--- src/rtl/simple_pkg.sv ---
`default_nettype none
// ============================================================================
// Module  : simple_pkg
// Purpose : Shared ALU opcode constants, instruction field encodings, FSM
//           state encoding and instruction decode helper for the core.
// Rev     : 1.0  initial release
// ============================================================================
package simple_pkg;

  // ALU operation selects, shared with the ALU
  localparam logic [3:0] IADD = 4'b0000;
  localparam logic [3:0] ISUB = 4'b0001;
  localparam logic [3:0] IAND = 4'b0010;
  localparam logic [3:0] IOR  = 4'b0011;
  localparam logic [3:0] IXOR = 4'b0100;
  localparam logic [3:0] ISLL = 4'b1000;
  localparam logic [3:0] ISLR = 4'b1001;
  localparam logic [3:0] ISRL = 4'b1010;
  localparam logic [3:0] ISRA = 4'b1011;
  localparam logic [3:0] IIDT = 4'b1100;
  localparam logic [3:0] INON = 4'b1111;

  // ALU-class op3 field encodings
  localparam logic [3:0] OP_ADD = 4'b0000;
  localparam logic [3:0] OP_SUB = 4'b0001;
  localparam logic [3:0] OP_AND = 4'b0010;
  localparam logic [3:0] OP_OR  = 4'b0011;
  localparam logic [3:0] OP_XOR = 4'b0100;
  localparam logic [3:0] OP_CMP = 4'b0101;
  localparam logic [3:0] OP_MOV = 4'b0110;
  localparam logic [3:0] OP_SLL = 4'b1000;
  localparam logic [3:0] OP_SLR = 4'b1001;
  localparam logic [3:0] OP_SRL = 4'b1010;
  localparam logic [3:0] OP_SRA = 4'b1011;
  localparam logic [3:0] OP_HLT = 4'b1111;

  // Branch condition codes
  localparam logic [2:0] CC_BE  = 3'b000;
  localparam logic [2:0] CC_BLT = 3'b001;
  localparam logic [2:0] CC_BLE = 3'b010;
  localparam logic [2:0] CC_BNE = 3'b011;

  // Five-bit major opcode prefixes for non-ALU instructions
  localparam logic [4:0] PFX_LI  = 5'b10000;
  localparam logic [4:0] PFX_B   = 5'b10100;
  localparam logic [4:0] PFX_BCC = 5'b10111;

  typedef enum logic [1:0] {
    ST_FETCH = 2'b00,
    ST_EXEC  = 2'b01,
    ST_WB    = 2'b10,
    ST_HALT  = 2'b11
  } state_t;

  typedef struct packed {
    logic [3:0]  s_alu;
    logic [2:0]  rs;
    logic [2:0]  rd;
    logic [1:0]  sel_b;
    logic [15:0] imm;
    logic [2:0]  waddr;
    logic [15:0] boff;
    logic        we;
    logic        flag_upd;
    logic        halt;
    logic        uncond;
    logic        cond;
    logic [2:0]  cc;
  } dec_t;

  // Pure decode of an instruction word into control fields
  function automatic dec_t decode(input logic [15:0] ir);
    dec_t d;
    d       = '0;
    d.s_alu = INON;
    d.waddr = ir[10:8];
    d.boff  = {{8{ir[7]}}, ir[7:0]};
    if (ir[15:14] == 2'b11) begin
      d.rs = ir[13:11];
      d.rd = ir[10:8];
      case (ir[7:4])
        OP_ADD, OP_SUB, OP_AND, OP_OR, OP_XOR: begin
          d.s_alu    = ir[7:4];
          d.we       = 1'b1;
          d.flag_upd = 1'b1;
        end
        OP_SLL, OP_SLR, OP_SRL, OP_SRA: begin
          d.s_alu    = ir[7:4];
          d.sel_b    = 2'b01;
          d.imm      = {12'b0, ir[3:0]};
          d.we       = 1'b1;
          d.flag_upd = 1'b1;
        end
        OP_CMP: begin
          d.s_alu    = ISUB;
          d.flag_upd = 1'b1;
        end
        OP_MOV: begin
          // Identity passes operand B, so B must read the source register
          d.s_alu    = IIDT;
          d.rd       = ir[13:11];
          d.we       = 1'b1;
          d.flag_upd = 1'b1;
        end
        OP_HLT:  d.halt = 1'b1;
        default: d.s_alu = INON;
      endcase
    end else if (ir[15:11] == PFX_LI) begin
      d.s_alu = IIDT;
      d.sel_b = 2'b01;
      d.imm   = {{8{ir[7]}}, ir[7:0]};
      d.we    = 1'b1;
    end else if (ir[15:11] == PFX_B) begin
      d.uncond = 1'b1;
    end else if (ir[15:11] == PFX_BCC) begin
      d.cond = 1'b1;
      d.cc   = ir[10:8];
    end
    return d;
  endfunction

endpackage
`default_nettype wire

--- src/rtl/branch_cond.sv ---
`default_nettype none
// ============================================================================
// Module  : branch_cond
// Purpose : Evaluates a conditional-branch code against the flag register.
// Rev     : 1.0  initial release
// ============================================================================
module branch_cond
  import simple_pkg::*;
(
  input  logic [3:0] flags,
  input  logic [2:0] cc,
  output logic       taken
);

  logic s, z, v;
  logic unused_carry;

  assign s            = flags[3];
  assign z            = flags[2];
  assign v            = flags[0];
  assign unused_carry = flags[1];

  // Condition table; codes 100-111 are never taken
  always_comb begin
    taken = 1'b0;
    case (cc)
      CC_BE:   taken = z;
      CC_BLT:  taken = s ^ v;
      CC_BLE:  taken = z | (s ^ v);
      CC_BNE:  taken = ~z;
      default: taken = 1'b0;
    endcase
  end

endmodule
`default_nettype wire

--- src/rtl/ctrl_unit.sv ---
`default_nettype none
// ============================================================================
// Module  : ctrl_unit
// Purpose : Three-state fetch/execute/write-back controller with branch,
//           flag register and halt handling.
// Rev     : 1.0  initial release
// ============================================================================
module ctrl_unit
  import simple_pkg::*;
(
  input  logic        CLK,
  input  logic        RST,
  input  logic [15:0] INSTR,
  input  logic [3:0]  ALU_FLAGS,
  input  logic        ALU_FLAG_WRITE,
  output logic [15:0] PC,
  output logic [3:0]  S_ALU,
  output logic [2:0]  RS_ADDR,
  output logic [2:0]  RD_ADDR,
  output logic [1:0]  SEL_B,
  output logic [15:0] IMM,
  output logic        REG_WE,
  output logic [2:0]  REG_WADDR,
  output logic [3:0]  FLAGS,
  output logic        HALTED
);

  state_t      state;
  logic [15:0] ir;
  logic [15:0] pc;
  logic [3:0]  flags_q;
  logic        halted_q;
  logic        we_q;
  logic        active;

  dec_t        dec;
  logic        cond_taken;
  logic        taken;
  logic [15:0] pc_next;

  // IR is held from the end of FETCH through WB, so decode stays stable
  assign dec = decode(ir);

  branch_cond u_branch_cond (
    .flags (flags_q),
    .cc    (dec.cc),
    .taken (cond_taken)
  );

  assign taken   = dec.uncond | (dec.cond & cond_taken);
  assign pc_next = pc + 16'd1 + (taken ? dec.boff : 16'd0);

  // Sequencer: owns PC, IR, flags, halt and the write-back strobe
  always_ff @(posedge CLK) begin
    if (RST) begin
      state    <= ST_FETCH;
      pc       <= 16'd0;
      ir       <= 16'd0;
      flags_q  <= 4'd0;
      halted_q <= 1'b0;
      we_q     <= 1'b0;
    end else begin
      case (state)
        ST_FETCH: begin
          ir    <= INSTR;
          state <= ST_EXEC;
        end
        ST_EXEC: begin
          if (dec.halt) begin
            halted_q <= 1'b1;
            state    <= ST_HALT;
          end else begin
            we_q  <= dec.we;
            state <= ST_WB;
          end
        end
        ST_WB: begin
          we_q <= 1'b0;
          pc   <= pc_next;
          if (dec.flag_upd && ALU_FLAG_WRITE) begin
            flags_q <= ALU_FLAGS;
          end
          state <= ST_FETCH;
        end
        default: state <= ST_HALT;
      endcase
    end
  end

  assign active    = (state == ST_EXEC) || (state == ST_WB);
  assign S_ALU     = active ? dec.s_alu : INON;
  assign RS_ADDR   = dec.rs;
  assign RD_ADDR   = dec.rd;
  assign SEL_B     = dec.sel_b;
  assign IMM       = dec.imm;
  // A reset landing in WB must suppress the pending register write
  assign REG_WE    = we_q & ~RST;
  assign REG_WADDR = dec.waddr;
  assign PC        = pc;
  assign FLAGS     = flags_q;
  assign HALTED    = halted_q;

endmodule
`default_nettype wire

--- config.mk ---
export PLATFORM = sky130hd
export DESIGN_NAME = ctrl_unit
export DESIGN_NICKNAME = d
export VERILOG_FILES = /design/src/rtl/simple_pkg.sv /design/src/rtl/branch_cond.sv /design/src/rtl/ctrl_unit.sv
export SDC_FILE = /design/constraint.sdc
export NUM_CORES = 1
export LEC_CHECK = 0
export ABC_AREA = 0
export BUFFER_PORTS_ARGS = -buffer_cell sky130_fd_sc_hd__buf_2
export CORE_ASPECT_RATIO = 1.5
export CORE_MARGIN = 2
export CORE_UTILIZATION = 48
export DETAILED_ROUTE_END_ITERATION = 7
export PLACE_DENSITY = 0.79
export SETUP_SLACK_MARGIN = 0.15
export SYNTH_ARGS = -nofsm -noshare
export SYNTH_HDL_FRONTEND = slang
export SYNTH_SLANG_ARGS = --single-unit
--- constraint.sdc ---
create_clock -name CLK -period 2.9 [get_ports CLK]
set_input_delay 0.58 -clock CLK [delete_from_list [all_inputs] [get_ports CLK]]
set_output_delay 0.58 -clock CLK [all_outputs]
set_load 0.02 [all_outputs]
==> metrics, run 1 <==
status=finished with violations; failing checks=negative setup slack; share of layout cells above drive strength 1=0.423; Storage cell area=812 sq um; fin nets=437; maxcap violations=0; CP Buf/Inv Count=0; Syn-to-layout area delta=31.4%; startpoint types=flip-flop; period utilisation layout=1.00; io pins=76; Slew Limit Fails=0; min cycle time layout=2910 ps; total power draw=1350 uW; RSZ-0062 raised after global routing=true; CP Class=flip-flop to flip-flop; async set or reset register ratio after synthesis=0; row count=33; Vias/cell=5.75; post-synth net total=370; Synth area leaders=dfxtp_1, mux2i_1, ha_1; area of the multi-input gates=0.00202 sq mm; final antenna-violating net count=0; PortBufs=74; Core Util, Final=0.658; DRC Markers=0; root buffer cell=clkbuf_8; Worst slew margin=0.617; grt ovf=0; initial DRC count=179; most frequent cell after synthesis=nor2_1; Sw Ratio=0.294; Pre-antenna DRT Iters=5; Top delay family on crit path=compound AO/OA/AOI/OAI gates; DP Area=0.00304 sq mm; combinational share of power=0.199; pwr dens=371 mW/mm^2; placed cells=438; Post-synth top cells=nor2_1, dfxtp_1, mux2i_1; Netlist cell types=57; Reg power frac=0.456; Switch Pwr=396 uW; Die Span Y=97.1 um; Reg clk slew, reported paths=80 ps; LEAKAGE=0.00166 uW; Avg Inst Size Synth=8.48 sq um; chip width=66.0 um; FILL cells=456; Syn. warnings=0; FF+latch count, synth=40; CP required=3090 ps; Setup crit end kind=flip-flop; Skew-Pair Late Insertion Delay=300 ps; clock buffer depth=2; slowest cell delay on critical path=370 ps; vias in the first global route=2,540; HP Class=flip-flop to flip-flop; CTS tree=built; Cell Area, Synth=0.00277 sq mm; core area=0.00553 sq mm; # diodes=0; Worst Skew=8.87 ps; Die Area=0.00641 sq mm; Final setup viols=1; first-pass GRT wire length=11.9 mm; Vias=2,673; largest net degree at the start of global routing=43; post-synthesis sequential area ratio=0.289; final setup margin=-10.6 ps; antenna violations before repair=0; CTS Hold Buffers Added=0; CTS Buf Count=5; Max VDD drop=353 uV; setup TNS=-10.6 ps; Primary FF master, synth=dfxtp_1; DR WL/cell=16.8 um; P_int=953 uW; pin slew with the least headroom to its limit=570 ps; slowest cell on the critical path=dfxtp_4; DRT Wirelength=7.79 mm; placer congestion estimate=0.902; critical path, cell by cell=and3b_2 > o2111ai_4 > a21oi_4 > and2_4 > ha_4 > nand2_4 > a211oi_2 > o21ai_2 > a31oi_1 > mux2i_1 > mux2_1; Tot GR Track Use=0.233; post-route insts no fill=465; final-report hold violation count=0; f_max=344 MHz; CTS sink cnt=40; Max FO, Critical Path=7; Post-DP HPWL=4.72 mm; # H-tree levels=2; Clock Power Share=0.345; Yosys top cell by area=dfxtp_1; Gate Count Post-Synth=327; Post-synth EDFFs=0; crit path DAT=3100 ps; initial core utilization=0.501; top cell type's share of synthesized area=0.289; post-route cell area=0.00364 sq mm
power groups by stage:
stage / sequential (uW) / combinational, uW / clock [uW]
6_report: 615 / 269 / 466
3_3_place_gp: 619 / 232 / 0
5_1_grt: 619 / 291 / 500
2_1_floorplan: 618 / 180 / 0
3_5_place_dp: 621 / 237 / 0
4_1_cts: 612 / 261 / 467
layout by cell type, fill, tap and decap left out, types with 2 or more instances in the layout:
master     n
buf_2     74
nor2_1    43
dfxtp_1   35
mux2i_1   29
buf_4     23
ha_4      13
and2_1    12
nand2b_1  11
a21oi_1   10
nand2_1    9
o21ai_0    7
inv_1      6
and2_4     6
nand3_1    5
a21o_1     5
o21ai_2    5
xnor2_1    5
clkbuf_8   5
and3_1     4
nor3_1     4
a21oi_2    4
xor2_1     4
o22ai_1    4
ha_1       4
a21oi_4    3
nor2b_1    3
o21a_1     3
dfxtp_2    3
buf_6      3
nand2_2    2
inv_2      2
a211oi_1   2
o31a_1     2
a31oi_1    2
ha_2       2
dfxtp_4    2
metrics by stage:
stage               setup WS [ps]  hold WS, ps
detailed placement          -17.7          461
global placement             72.7          450
floorplan                     162          466
finish                      -10.6          476
global route                -69.1          509
CTS                           132          482
registers in the layout, summed over array words and instances (netlist names):
signal  cells
PC         16
state       2
ir         16
we_q        1
FLAGS       4
HALTED      1
path summary, 6_finish.rpt:
path	from	endpoint	slack, ps	depth (start not counted)
worst max-delay path	ir[11]	PC[15]	-10	11
worst max register to register	ir[11]	PC[15]	-10	11
worst min-delay path	HALTED	HALTED	480	2
worst min register to register	HALTED	HALTED	480	2
worst min-delay path, cell delays in order, from the launching register on:
cell	delay, ps
dfxtp_1	330
nor2_1	50
nor2_1	70
cell families (layout without fill, tap and decap cells):
kind of cell	Yosys count	count (layout)	share of synthesized area
flops	40	40	0.289
xor+xnor	10	10	0.0316
buf+inv	49	116	0.103
simple gates	114	114	0.208
compound gates	62	63	0.161
other cells	1	1	0.00135
mux	31	31	0.113
fa+ha+maj	20	20	0.0930
cell type report:
| type | count | share of cell area |
|---|---|---|
| Multi-Input combinational cell | 239 | 0.556 |
| Sequential cell | 40 | 0.223 |
| Timing Repair Buffer | 100 | 0.158 |
| Tap cell | 70 | 0.0241 |
| Clock buffer | 5 | 0.0189 |
| Clock inverter | 3 | 0.0117 |
| Inverter | 8 | 0.00825 |
metal layers:
layer  vias up  GRT usage  routed length [um]
li1       1250          -                   -
met2       129      0.428                4180
met5         -          0                   0
met3        21     0.0510                 467
met1      1273      0.257                2940
met4         0     0.0754                 212
repair_timing:
action,in CTS,in global routing
resized for setup,41,28
pin swaps,16,16
endpoints found under the setup margin,6,8
gates cloned,1,0
setup buffers,9,9
Note: power is estimated with default switching activity, not from simulation.
==> run 2: changes to the inputs <==
BUFFER_PORTS_ARGS = not set   (was -buffer_cell sky130_fd_sc_hd__buf_2)
CORE_UTILIZATION = 69   (was 48)
DONT_BUFFER_PORTS = 1   (was not set)
PLACE_DENSITY = 0.87   (was 0.79)
clock period = 3.7 ns   (was 2.9 ns; I/O delays follow)
==> run 2 against run 1 <==
The flow now finishes without violations; register-to-register slack improved by 440 ps; clock skew fell by 5.1 ps; critical endpoint unchanged; sequential share of layout area rose by 7.7 points; fmax fell by 11%; design area fell by 27%; critical path depth did not move; setup slack improved by 440 ps; highest routed layer unchanged; sequential cell count did not move; utilization rose by 2.8 points; worst hold slack improved by 33 ps.
==> metrics, run 2 (same netlist as run 1, synthesis figures left out) <==
pwr dens=343 mW/mm^2 (was 371 mW/mm^2); Vias/cell=6.23 (was 5.75); commonest cells after routing, fill and taps aside=nor2_1, dfxtp_1, mux2i_1 (was buf_2, nor2_1, dfxtp_1); Vias=2,117 (was 2,673); DRC Markers=0 (unchanged); CTS tree=built (unchanged); HP Class=flip-flop to flip-flop (unchanged); pin slew with the least headroom to its limit=996 ps (was 570 ps); antenna violations before repair=0 (unchanged); Final setup viols=0 (was 1); f_max=305 MHz (was 344 MHz); startpoint types=flip-flop (unchanged); DR WL/cell=16.0 um (was 16.8 um); Post-DP HPWL=4.07 mm (was 4.72 mm); hold_ws=509 ps (was 476 ps); Slew Limit Fails=0 (unchanged); Max VDD drop=471 uV (was 353 uV); PortBufs=0 (was 74); Pre-antenna DRT Iters=4 (was 5); largest net degree at the start of global routing=44 (was 43); initial core utilization=0.713 (was 0.501); CTS Hold Buffers Added=0 (unchanged); Worst Skew=3.76 ps (was 8.87 ps); grt ovf=0 (unchanged); DRT Wirelength=5.43 mm (was 7.79 mm); Worst slew margin=0.336 (was 0.617); Storage cell area=801 sq um (was 812 sq um); CTS sink cnt=40 (unchanged); placer congestion estimate=0.813 (was 0.902); Resize count post-CTS=0 (was 41); RSZ-0062 raised after global routing=false (was true); LEAKAGE=0.00116 uW (was 0.00166 uW); CP required=3880 ps (was 3090 ps); final-report hold violation count=0 (unchanged); Setup crit end kind=flip-flop (unchanged); first-pass GRT wire length=8.81 mm (was 11.9 mm); initial DRC count=88 (was 179); Die Span Y=81.6 um (was 97.1 um); core area=0.00389 sq mm (was 0.00553 sq mm); area of the multi-input gates=0.00169 sq mm (was 0.00202 sq mm); CTS Buf Count=5 (unchanged); clock buffer depth=2 (unchanged); final antenna-violating net count=0 (unchanged); Core Util, Final=0.686 (was 0.658); postcts setup bufs=0 (was 9); CP Class=flip-flop to flip-flop (unchanged); share of layout cells above drive strength 1=0.0678 (was 0.423); Skew-Pair Late Insertion Delay=290 ps (was 300 ps); Tot GR Track Use=0.240 (was 0.233); vias in the first global route=2,000 (was 2,540); io pins=76 (unchanged); FILL cells=326 (was 456); Die Area=0.00455 sq mm (was 0.00641 sq mm); fin nets=337 (was 437); period utilisation layout=0.885 (was 1.00); row count=28 (was 33); Max FO, Critical Path=10 (was 7); crit path DAT=3450 ps (was 3100 ps); min cycle time layout=3270 ps (was 2910 ps); maxcap violations=0 (unchanged); most common cell after layout, fill and taps aside=nor2_1 (was buf_2); Syn-to-layout area delta=-3.70% (was 31.4%); # diodes=0 (unchanged); chip width=55.7 um (was 66.0 um); root buffer cell=clkbuf_8 (unchanged); # H-tree levels=2 (unchanged); setup TNS=0 ps (was -10.6 ps); status=finished clean (was finished with violations); Reg clk slew, reported paths=80 ps (about the same)
## run 2: final cells by class
type / instances / area share
Tap cell: 45 / 0.0211
Multi-Input combinational cell: 238 / 0.632
Timing Repair Buffer: 1 / 0.00281
Clock inverter: 2 / 0.00609
Sequential cell: 40 / 0.300
Inverter: 8 / 0.0113
Clock buffer: 6 / 0.0272
## run 2: critical path: stages (launching register included)
cell and delay (ps):
dfxtp_1 530, nand2_1 110, mux2_2 290, a21oi_2 350
and2_1 390, ha_1 370, a2111oi_4 390, nand2b_1 80
o21ai_0 80, a31oi_1 70, mux2i_1 170, mux2_1 340
## run 2: path summary, 6_finish.rpt
path,slack (ps),cells past startpoint,to,from
setup / recovery,430,11,PC[15],ir[8]
hold / removal,510,2,ir[3],ir[3]
setup reg to reg,430,11,PC[15],ir[8]
hold reg to reg,510,2,ir[3],ir[3]
## run 2: routing by layer
| layer | vias up | global-route usage | share of wire |
|---|---|---|---|
| met5 | - | 0 | 0 |
| met4 | 0 | 0.0780 | 0.0079 |
| met3 | 8 | 0.0488 | 0.052 |
| met2 | 65 | 0.467 | 0.54 |
| met1 | 993 | 0.257 | 0.40 |
| li1 | 1051 | - | - |
## run 2: stage by stage
stage / setup slack [ps] / total power [uW] / std cells / area [sq um]
after CTS: 432 / 920 / 340 / 2670
final: 427 / 915 / 340 / 2670
after global placement: 546 / 629 / 332 / 2580
after floorplan: 838 / 625 / 327 / 2770
after global routing: 181 / 947 / 340 / 2670
after detailed placement: 466 / 633 / 332 / 2580
## run 2: where the power goes
group	leakage (uW)	internal, uW	switching, uW
combinational	0.000790	57.0	75.1
clock	0.0000414	134	157
sequential	0.000327	454	38.3
==> run 3: changes to the inputs <==
PLACE_DENSITY = not set   (was 0.87)
PLACE_DENSITY_LB_ADDON = 0.15   (was not set)
==> run 3 against run 2 <==
Wire length rose by 2.9%; register-to-register slack barely moved; sequential power barely moved; total power rose by 8.7%; clock power rose by 27%; via count rose by 0.99%; non-clock buffer count did not move; critical endpoint unchanged.
==> metrics, run 3 (same netlist as run 1, synthesis figures left out) <==
final-report hold violation count=0 (unchanged); Die Area=0.00455 sq mm (unchanged); Final setup viols=0 (unchanged); Worst Skew=5.53 ps (was 3.76 ps); DR WL/cell=16.4 um (was 16.0 um); pre-CTS setup slack=452 ps (was 466 ps); Max VDD drop=334 uV (was 471 uV); CP required=3890 ps (was 3880 ps); DRT Wirelength=5.58 mm (was 5.43 mm); io pins=76 (unchanged); chip width=55.7 um (unchanged); row count=28 (unchanged); Tot GR Track Use=0.248 (was 0.240); Top delay family on crit path=compound AO/OA/AOI/OAI gates (unchanged); PortBufs=0 (unchanged); pwr dens=369 mW/mm^2 (was 343 mW/mm^2); DRC Markers=0 (unchanged); commonest cells after routing, fill and taps aside=nor2_1, dfxtp_1, mux2i_1 (unchanged); Crit. path cell count=11 (unchanged); core area=0.00389 sq mm (unchanged); CP endpoint=PC[15] (unchanged); crit path DAT=3470 ps (was 3450 ps); Pre-antenna DRT Iters=4 (unchanged); Vias/cell=6.29 (was 6.23); most common cell after layout, fill and taps aside=nor2_1 (unchanged); root buffer cell=clkbuf_8 (unchanged); CTS tree=built (unchanged); clock buffer depth=2 (unchanged); CTS sink cnt=40 (unchanged); LEAKAGE=0.00117 uW (was 0.00116 uW); slowest cell delay on critical path=530 ps (about the same); Core Util, Final=0.693 (was 0.686); final setup margin=421 ps (was 427 ps); RSZ-0062 raised after global routing=false (unchanged); period utilisation layout=0.886 (was 0.885); FILL cells=340 (was 326); Reg2Reg Setup Slack=420 ps (was 430 ps); worst reg2reg path startpoint=ir[8] (unchanged); min cycle time layout=3280 ps (was 3270 ps); CP Class=flip-flop to flip-flop (unchanged); status=finished clean (unchanged); Slew Limit Fails=0 (unchanged); vias in the first global route=2,025 (was 2,000); postcts setup bufs=0 (unchanged); startpoint types=flip-flop (unchanged); HP Class=input pin to flip-flop (was flip-flop to flip-flop); # H-tree levels=2 (unchanged); f_max=305 MHz (about the same); critical path, cell by cell=nand2_1 > mux2_2 > a21oi_2 > and2_1 > ha_1 > a2111oi_4 > nand2b_1 > o21ai_0 > a31oi_1 > mux2i_1 > mux2_1 (unchanged); grt ovf=0 (unchanged); Setup crit end kind=flip-flop (unchanged); Syn-to-layout area delta=-2.75% (was -3.70%); fin nets=337 (unchanged); share of layout cells above drive strength 1=0.0712 (was 0.0678); Reg clk slew, reported paths=80 ps (about the same); Post-DP HPWL=4.17 mm (was 4.07 mm); worst r2r dst=PC[15] (unchanged); Vias=2,138 (was 2,117); setup TNS=0 ps (unchanged); pin slew with the least headroom to its limit=976 ps (was 996 ps); initial core utilization=0.713 (unchanged); # diodes=0 (unchanged); CP Buf/Inv Count=0 (unchanged); Die Span Y=81.6 um (unchanged); initial DRC count=68 (was 88); maxcap violations=0 (unchanged); first-pass GRT wire length=8.99 mm (was 8.81 mm); largest net degree at the start of global routing=44 (unchanged); Resize count post-CTS=0 (unchanged); Worst slew margin=0.349 (was 0.336); placer congestion estimate=0.841 (was 0.813); worst r2r path cells=11 (unchanged); CTS Buf Count=5 (unchanged); CTS Hold Buffers Added=0 (unchanged); final antenna-violating net count=0 (unchanged); Max FO, Critical Path=10 (unchanged); Skew-Pair Late Insertion Delay=300 ps (was 290 ps); CP Launch Point=ir[8] (unchanged); antenna violations before repair=0 (unchanged); slowest cell on the critical path=dfxtp_1 (unchanged)
[run 3: cell types whose count changed in the layout (fill, tap and decap cells not counted)]
cell,change
clkbuf_1,-1
inv_6,+1
bufinv_16,+1
clkinv_4,-1
[run 3: cell type report]
type | count | area, sq um | share of cell area
clock buffers | 5 | 68.8 | 0.0255
clock inverters | 3 | 46.3 | 0.0172
inverters | 8 | 30.0 | 0.0111
multi-input cells | 238 | 1690 | 0.625
flip-flops and latches | 40 | 801 | 0.297
well taps | 45 | 56.3 | 0.0209
repair buffers | 1 | 7.51 | 0.00279
[run 3: worst register-to-register path: cells and delay by family (launching register included)]
| family | cells | cell delay [ps] |
|---|---|---|
| compound gates | 4 | 900 |
| fa+ha+maj | 1 | 370 |
| flops | 1 | 530 |
| mux | 3 | 800 |
| simple gates | 3 | 590 |
[run 3: routing by layer]
metal / track usage / wire length, um
met1: 0.251 / 2070
met2: 0.483 / 3060
met3: 0.0677 / 372
met4: 0.0854 / 82
met5: 0 / 0
[run 3: where the power goes]
part	leakage, uW	switching [uW]	internal [uW]
registers	0.000327	39.1	454
clock network	0.0000548	167	203
logic	0.000790	75.2	57.1
total	0.00117	281	714
[run 3: worst min-delay path by stage]
stage / start / endpoint / slack, ps / cells past startpoint
6_report: RST / PC[14] / 500 / 1
4_1_cts: RST / PC[11] / 500 / 1
5_1_grt: RST / PC[14] / 500 / 1
3_3_place_gp: we_q / we_q / 490 / 2
2_1_floorplan: ir[1] / ir[1] / 470 / 2
3_5_place_dp: we_q / we_q / 510 / 2
[run 3: metrics by stage]
stage               hold slack (ps)  instance area (sq um)  cells  total power (uW)
finish                          500                   2700    340               995
global route                    498                   2700    340              1030
CTS                             500                   2700    340               999
detailed placement              509                   2580    332               634
global placement                491                   2580    332               631
floorplan                       466                   2770    327               625
